--- src/rtl/axis_wb_req_arbiter.sv ---
// Packet-level round-robin arbiter that shares one AXI-stream command port among NUM_REQ requesters
// and steers response packets back to their issuers through an in-order ID FIFO.
module axis_wb_req_arbiter #(
  parameter int NUM_REQ         = 2,
  parameter int AXIS_DATA_WIDTH = 8,
  parameter int AXIS_KEEP_WIDTH = AXIS_DATA_WIDTH / 8,
  parameter int ID_FIFO_DEPTH   = 4
) (
  input  logic                                 clock,
  input  logic                                 reset,
  input  logic [NUM_REQ*AXIS_DATA_WIDTH-1:0]   s_req_tdata,
  input  logic [NUM_REQ*AXIS_KEEP_WIDTH-1:0]   s_req_tkeep,
  input  logic [NUM_REQ-1:0]                   s_req_tvalid,
  output logic [NUM_REQ-1:0]                   s_req_tready,
  input  logic [NUM_REQ-1:0]                   s_req_tlast,
  input  logic [NUM_REQ-1:0]                   s_req_tuser,
  output logic [AXIS_DATA_WIDTH-1:0]           m_req_tdata,
  output logic [AXIS_KEEP_WIDTH-1:0]           m_req_tkeep,
  output logic                                 m_req_tvalid,
  input  logic                                 m_req_tready,
  output logic                                 m_req_tlast,
  output logic                                 m_req_tuser,
  input  logic [AXIS_DATA_WIDTH-1:0]           s_resp_tdata,
  input  logic [AXIS_KEEP_WIDTH-1:0]           s_resp_tkeep,
  input  logic                                 s_resp_tvalid,
  output logic                                 s_resp_tready,
  input  logic                                 s_resp_tlast,
  input  logic                                 s_resp_tuser,
  output logic [AXIS_DATA_WIDTH-1:0]           m_resp_tdata,
  output logic [AXIS_KEEP_WIDTH-1:0]           m_resp_tkeep,
  output logic                                 m_resp_tlast,
  output logic                                 m_resp_tuser,
  output logic [NUM_REQ-1:0]                   m_resp_tvalid,
  input  logic [NUM_REQ-1:0]                   m_resp_tready,
  output logic [$clog2(NUM_REQ)-1:0]           grant_id,
  output logic                                 grant_active,
  output logic [$clog2(ID_FIFO_DEPTH):0]       outstanding
);

  // Handshake: a beat transfers on a rising edge where tvalid and tready are both high;
  // valid never waits on ready, and ready is a pure function of state plus the downstream ready.

  localparam int ID_W  = $clog2(NUM_REQ);
  localparam int PTR_W = $clog2(ID_FIFO_DEPTH);
  localparam logic [0:0] ST_IDLE = 1'b0;
  localparam logic [0:0] ST_FWD  = 1'b1;
  localparam logic [NUM_REQ-1:0] ONE_HOT0 = NUM_REQ'(1);

  logic [0:0]           state;
  logic [ID_W-1:0]      last_id;
  logic [ID_W-1:0]      pick_id;
  logic [ID_W-1:0]      cand_id;
  logic                 pick_valid;
  logic [ID_W-1:0]      id_mem [ID_FIFO_DEPTH];
  logic [PTR_W-1:0]     wr_ptr;
  logic [PTR_W-1:0]     rd_ptr;
  logic [PTR_W:0]       count;
  logic                 fifo_full;
  logic                 fifo_empty;
  logic                 push;
  logic                 pop;
  logic                 req_done;
  logic [ID_W-1:0]      head_id;
  logic [AXIS_DATA_WIDTH-1:0] req_data [NUM_REQ];
  logic [AXIS_KEEP_WIDTH-1:0] req_keep [NUM_REQ];

  for (genvar g = 0; g < NUM_REQ; g++) begin : g_slice
    assign req_data[g] = s_req_tdata[g*AXIS_DATA_WIDTH +: AXIS_DATA_WIDTH];
    assign req_keep[g] = s_req_tkeep[g*AXIS_KEEP_WIDTH +: AXIS_KEEP_WIDTH];
  end

  // Scan from the farthest candidate down so the nearest requester after last_id wins.
  always_comb begin
    pick_id    = last_id;
    pick_valid = 1'b0;
    cand_id    = '0;
    for (int k = NUM_REQ; k >= 1; k--) begin
      cand_id = ID_W'((int'(last_id) + k) % NUM_REQ);
      if (s_req_tvalid[cand_id]) begin
        pick_id    = cand_id;
        pick_valid = 1'b1;
      end
    end
  end

  assign fifo_empty = (count == '0);
  assign fifo_full  = (count == (PTR_W+1)'(ID_FIFO_DEPTH));
  assign head_id    = id_mem[rd_ptr];
  assign push       = (state == ST_IDLE) && pick_valid && !fifo_full;
  assign req_done   = (state == ST_FWD) && m_req_tvalid && m_req_tready && m_req_tlast;

  always_comb begin
    m_req_tdata  = req_data[grant_id];
    m_req_tkeep  = req_keep[grant_id];
    m_req_tlast  = s_req_tlast[grant_id];
    m_req_tuser  = s_req_tuser[grant_id];
    m_req_tvalid = (state == ST_FWD) && s_req_tvalid[grant_id];
    s_req_tready = '0;
    if (state == ST_FWD) s_req_tready[grant_id] = m_req_tready;
  end

  // Responses with no outstanding command stall rather than being dropped.
  assign m_resp_tdata  = s_resp_tdata;
  assign m_resp_tkeep  = s_resp_tkeep;
  assign m_resp_tlast  = s_resp_tlast;
  assign m_resp_tuser  = s_resp_tuser;
  assign m_resp_tvalid = fifo_empty ? '0 : ((ONE_HOT0 << head_id) & {NUM_REQ{s_resp_tvalid}});
  assign s_resp_tready = !fifo_empty && m_resp_tready[head_id];
  assign pop           = s_resp_tvalid && s_resp_tready && s_resp_tlast;

  always_ff @(posedge clock) begin
    if (!reset) begin
      state    <= ST_IDLE;
      grant_id <= '0;
      last_id  <= ID_W'(NUM_REQ - 1);
      wr_ptr   <= '0;
      rd_ptr   <= '0;
      count    <= '0;
    end else begin
      case (state)
        ST_IDLE: if (push) begin
          grant_id <= pick_id;
          state    <= ST_FWD;
        end
        ST_FWD: if (req_done) begin
          last_id <= grant_id;
          state   <= ST_IDLE;
        end
        default: state <= ST_IDLE;
      endcase
      if (push) wr_ptr <= wr_ptr + 1'b1;
      if (pop)  rd_ptr <= rd_ptr + 1'b1;
      if (push && !pop)      count <= count + 1'b1;
      else if (pop && !push) count <= count - 1'b1;
    end
  end

  always_ff @(posedge clock) begin
    if (push) id_mem[wr_ptr] <= pick_id;
  end

  assign grant_active = (state == ST_FWD);
  assign outstanding  = count;

endmodule
--- config.mk ---
export PLATFORM = sky130hd
export DESIGN_NAME = axis_wb_req_arbiter
export DESIGN_NICKNAME = d
export VERILOG_FILES = /design/src/rtl/axis_wb_req_arbiter.sv
export SDC_FILE = /design/constraint.sdc
export NUM_CORES = 1
export LEC_CHECK = 0
export ABC_AREA = 1
export BUFFER_PORTS_ARGS = -buffer_cell sky130_fd_sc_hd__buf_2
export CAP_MARGIN = 20
export CELL_PAD_IN_SITES_DETAIL_PLACEMENT = 2
export CELL_PAD_IN_SITES_GLOBAL_PLACEMENT = 2
export CORE_ASPECT_RATIO = 0.8
export CORE_MARGIN = 2
export CORE_UTILIZATION = 21
export DETAILED_ROUTE_END_ITERATION = 6
export GPL_TIMING_DRIVEN = 0
export HOLD_SLACK_MARGIN = 0.08
export MAX_ROUTING_LAYER = met4
export PLACE_DENSITY = 0.86
export SYNTH_ARGS = -nofsm -noshare
export SYNTH_HDL_FRONTEND = slang
export SYNTH_SLANG_ARGS = --single-unit
--- constraint.sdc ---
create_clock -name clock -period 3.6 [get_ports clock]
set_input_delay 0 -clock clock [delete_from_list [all_inputs] [get_ports clock]]
set_output_delay 0 -clock clock [all_outputs]
set_load 0.02 [all_outputs]
## Word level (Yosys, flattened, before mapping)

Memory sizes are Yosys's and may differ from the RTL's. A register that Yosys moved wholly into a read port is not among the register bits.
Index checks and enable logic that the tools add are counted.

| word-level totals | value |
|---|---|
| flip-flop bits (word level) | 10 |
| RAM bits | 4 |
| bits of input ports | 41 |
| output and inout bits | 33 |
| word-level logic and storage cells | 79 |
| memories kept | 1 |

| operators by class | value |
|---|---|
| add/sub/neg operators | 6 |
| $lt $le $gt $ge | 6 |
| eq/ne operators | 1 |
| shift-type cells | 1 |
| multiplexer cells | 34 |
| bitwise logic cells | 4 |
| reductions and logical operators | 20 |

Memory list:

| memory | words | bits a word | rd ports | clocked after memory_dff | wr ports | line | RTL |
|---|---|---|---|---|---|---|---|
| id_mem | 4 | 1 | 1 | 1 | 1 | 54 | `logic [ID_W-1:0] id_mem [ID_FIFO_DEPTH];` |

Operators by type and width:

| kind | number |
|---|---|
| 8-bit 2-to-1 mux | 3 |
| 1-bit 2-to-1 mux | 23 |
| 1-bit logical AND | 12 |
| 1-bit by 2-bit less-than comparator with 1-bit output (second input constant) | 4 |
| 2-bit 2-to-1 mux | 4 |
| 3-bit 2-to-1 mux | 2 |
| 2-bit by 1-bit adder with 2-bit output (second input constant) | 2 |
| 2-bit bitwise AND | 2 |
| 1-bit zero test | 4 |
| 2-bit AND reduction | 2 |
| 3-bit by 1-bit adder with 3-bit output (second input constant) | 1 |
| 3-bit == test (second input constant) | 1 |
| 3-bit zero test | 1 |
| 3-bit by 1-bit subtractor with 3-bit output (second input constant) | 1 |
| 1-bit adder (second input constant) | 2 |
| 2-bit >= comparator (second input constant) | 1 |
| 1-bit NOT with 2-bit output | 1 |
| 1-bit one-hot mux with 2 select lines | 1 |
| 2-bit nonzero test | 1 |
| 1-bit by 1-bit left shift with 2-bit output (first input constant) | 1 |
| 1-bit demux with 1-bit select | 1 |
| 1-bit >= comparator (second input constant) | 1 |
| 1-bit NOT | 1 |

## Depth between registers and ports, before layout

| logic depth | value |
|---|---|
| depth in word-level cells | 11 |
| gate-level depth with buffers | 15 |

## Least setup slack after synthesis

Ideal clock, no wire load.

| timing | value |
|---|---|
| path kind | register to register |
| from | register count[0] (netlist: outstanding[0]) |
| to | register count[2] (netlist: outstanding[2]) |
| arrival time | 1896 ps |
| data required time | 3478 ps |
| setup slack | 1582 ps |
| cell stages (with the launch flop) | 13 |
| path buffers | 1 |
| clock period less this slack | 2018 ps |
| cells stage by stage | dfxtp_1 inv_1 nand3_1 nand2_1 buf_2 inv_1 ha_1 inv_1 fa_1 a21oi_1 o21ai_0 o21ai_0 a21oi_1 |

RTL lines:

| what | line | RTL |
|---|---|---|
| start, declared | 57 | `logic [PTR_W:0] count;` |
| start signal, assigned | 133 | `if (push && !pop) count <= count + 1'b1;` |
| start signal, assigned | 134 | `else if (pop && !push) count <= count - 1'b1;` |
| 3-bit == test * | 87 | `assign fifo_full = (count == (PTR_W+1)'(ID_FIFO_DEPTH));` |
| 1-bit zero test * | 89 | `assign push = (state == ST_IDLE) && pick_valid && !fifo_full;` |
| 1-bit logical AND * | 89 |  |
| named net push | 60 | `logic push;` |
| 1-bit zero test | 134 |  |
| 1-bit logical AND | 134 |  |
| 2-bit nonzero test (no source line) | -- |  |

Mark *: on every way through the listed nets, which the timed path passes. The rest lies on a longest branch. The select of a mux whose other input is x is not followed.
A chain may end at the register's enable or synchronous reset.

## Worst setup path after layout

| timing | value |
|---|---|
| from | register count[0] (netlist: outstanding[0]) |
| to | register count[2] (netlist: outstanding[2]) |

| on the way | value |
|---|---|
| cells in the longest elaborated chain, start to end | 8 |

RTL lines:

| what |
|---|
| branches (longest 8 deep; another with 3-bit by 1-bit subtractor with 3-bit output) |

Parallel ways; which one is timed is not known. The select of a mux whose other input is x is not followed.

==> run summary <==
FF-to-FF End = outstanding[2]
Crit Path Class = flop to flop
Number of H-tree levels = 1
DR vias = 1190
CTS Buffer Depth = 2
Rel. slew slack = 54.3%
Core area = 4950 µm²
Insertion delay to the later sink of the worst-skew pair = 250 ps
Vias in the first global route = 1215
N_diodes = 0
Cell count of the worst reg-to-reg path = 12
Sequential area share after synthesis = 33.6%
Max-cap viol count = 0
Avg WL per Cell = 12.2 µm
FILL cells = 631
Post-CTS Hold Fix Bufs = 1
PortBufs = 62
Syn Inst Count = 153
Syn Nets = 200
Max Slew Vio Count = 0
P_leak = 0.846 nW
Worst Tran Pin Value = 679 ps
Nature of the critical path endpoint = flop
Final Net Count = 268
Setup violators final = 0
Clock Pin Slew Worst Setup and Hold Paths = 60 ps
Maximum VDD drop = 0.375 mV
Crit-path max FO = 4
R2r startpoint = outstanding[0]
WHS = 97.8 ps
TritonRoute pass-1 iters = 4
Clock skew = 0.660 ps
CTS resizes = 0
Hold crit path type = input pin to flop
Die span in x = 83.8 µm
Synthesis Warnings = 0
Crit path launch type = flop
Remaining DRCs = 0
Vias per inst = 4.22
Power Dens Cells = 567 nW/µm²
Fmax = 451 MHz
DRT Wirelength = 3450 µm
Synthesized flop and latch total = 16
CTS tree = built
Starting density of the core = 21.6%
RSZ-0062 raised after global routing = no
Share of cells above drive strength 1 = 41.4%
Crit path DAT = 2350 ps
Post-Syn Area per Cell = 7.00 µm²
Post-layout min period = 2220 ps
Total global routing overflow = 0
Final Cycle Share = 61.6%
Post-route cell area = 1510 µm²
DR iter-0 viols = 20
Placed cell count = 277
Area grow syn2layout = 41.4%
CTS root buffer = clkbuf_8
Detail Placement HPWL = 2900 µm
Die Ht = 67.9 µm
Gr usage total = 13.0%
Worst R2R Setup Slack = 1380 ps
ANT nets after route = 0
Worst Setup SP = outstanding[0]
First-pass GRT wire length = 5780 µm
Non-filler cells, final = 282
Initial antenna violation count = 0
RD Place Congestion = 0.726
Row count = 23
Die Area = 5690 µm²
Pin count of the biggest net entering global routing = 11
# IOs = 74
CP endpoint = outstanding[2]
Fin. Hold Viols = 0
Setup_tns = 0 ps
Sink Count = 16
Post-synthesis cell type count = 23
Mapped cell area = 1070 µm²
Status = finished, final reports clean
Post-CTS Setup Bufs = 0
CTS buffer count = 3
Post-DP Area = 1460 µm²
Req. time, crit path = 3730 ps
-- layout make-up --
cell class                      count  area (µm²)  share of cell area [%]
Multi-Input combinational cell     97         515                    34.0
Sequential cell                    16         360                    23.8
Timing Repair Buffer               63         320                    21.2
Buffer                             15         101                    6.69
Inverter                           25        93.8                    6.20
Tap cell                           62        77.6                    5.12
Clock buffer                        3        41.3                    2.73
Clock inverter                      1        3.75                   0.248
-- synth_stat cells --
library cell  count  area [µm²]
o211ai_2          1        12.5
edfxtp_1          4         120
o21ai_1           1        5.00
nand3_1           2        10.0
ha_1              5        62.6
nor2_1           11        41.3
nand4_2           1        12.5
nand2_1          47         176
a21oi_1           9        45.0
buf_4            11        82.6
inv_1            24        90.1
fa_1              1        20.0
clkbuf_1          1        3.75
dfxtp_1          12         240
a211oi_1          1        7.51
a21oi_2           1        8.76
inv_2             1        3.75
nor3_1            2        10.0
nand2_2           1        6.26
buf_2             3        15.0
o21ai_0           7        35.0
nor2_2            2        12.5
nand3_2           5        50.1
-- critical path, stage by stage, from the launching register on --
cell and delay, ps:
dfxtp_1 330, inv_1 120, nand3_1 230, nand3_2 180, nor2_2 50, inv_1 70, ha_1 130, inv_1 70
fa_1 370, a21oi_1 150, o21ai_0 130, o21ai_0 200, a21oi_1 60
-- how the worst min path moves through the flow --
stage,start,slack [ps],cells after the start,end
after detailed placement,s_resp_tdata[1],220,2,m_resp_tdata[1]
after CTS,reset,100,2,last_id
after floorplan,s_resp_tdata[0],110,1,m_resp_tdata[0]
final,reset,100,2,last_id
after global routing,reset,130,2,last_id
after global placement,s_resp_tdata[0],220,2,m_resp_tdata[0]
-- where the power goes --
| part | leakage (nW) | internal (W) | switching, W | total (W) |
|---|---|---|---|---|
| combinational | 0.687 | 0.000154 | 0.000309 | 0.000463 |
| sequential | 0.136 | 0.000226 | 0.0000331 | 0.000259 |
| clock | 0.0231 | 0.0000756 | 0.0000604 | 0.000136 |
-- logic make-up after synthesis --
kind of cell / share of synthesized area [%]
and+or+nand+nor: 29.8
buffers and inverters: 18.2
AOI/OAI and AO/OA: 10.6
DFF: 33.6
adders and majority gates: 7.71
-- cell usage in the layout, fill, tap and decap left out --
cell type | synthesis | final
dfxtp_1 | 12 | 12
edfxtp_1 | 4 | 4
buf_4 | 11 | 11
fa_1 | 1 | 1
a21oi_1 | 9 | 9
a211oi_1 | 1 | 1
clkbuf_1 | 1 | 1
o21ai_1 | 1 | 1
dlygate4sd3_1 | 0 | 1
nor3_1 | 2 | 2
nand2_1 | 47 | 47
nand3_2 | 5 | 5
nand3_1 | 2 | 2
o211ai_2 | 1 | 1
nand4_2 | 1 | 1
nor2_1 | 11 | 11
clkbuf_8 | 0 | 3
buf_2 | 3 | 65
inv_1 | 24 | 24
a21oi_2 | 1 | 1
ha_1 | 5 | 5
inv_2 | 1 | 1
clkinv_1 | 0 | 1
nand2_2 | 1 | 1
o21ai_0 | 7 | 7
nor2_2 | 2 | 2
-- metal layers --
layer	vias up	share of wire (%)	global-route usage (%)	wire, µm
li1	592	-	-	-
met1	565	41	14.9	1420
met2	29	55	24.3	1890
met3	4	3.4	3.02	119
met4	0	0.70	1.81	24
met5	-	0	-	0
-- per-stage QoR --
| step | worst slack [ps] | utilization (%) | total power [W] |
|---|---|---|---|
| CTS | 1390 | 30.6 | 0.000878 |
| finish | 1380 | 30.6 | 0.000859 |
| global placement | 1530 | 29.5 | 0.000702 |
| global route | 1060 | 30.6 | 0.000948 |
| floorplan | 1580 | - | 0.000569 |
| detailed placement | 1450 | 29.5 | 0.000732 |
Note: power is estimated with default switching activity, not from simulation.
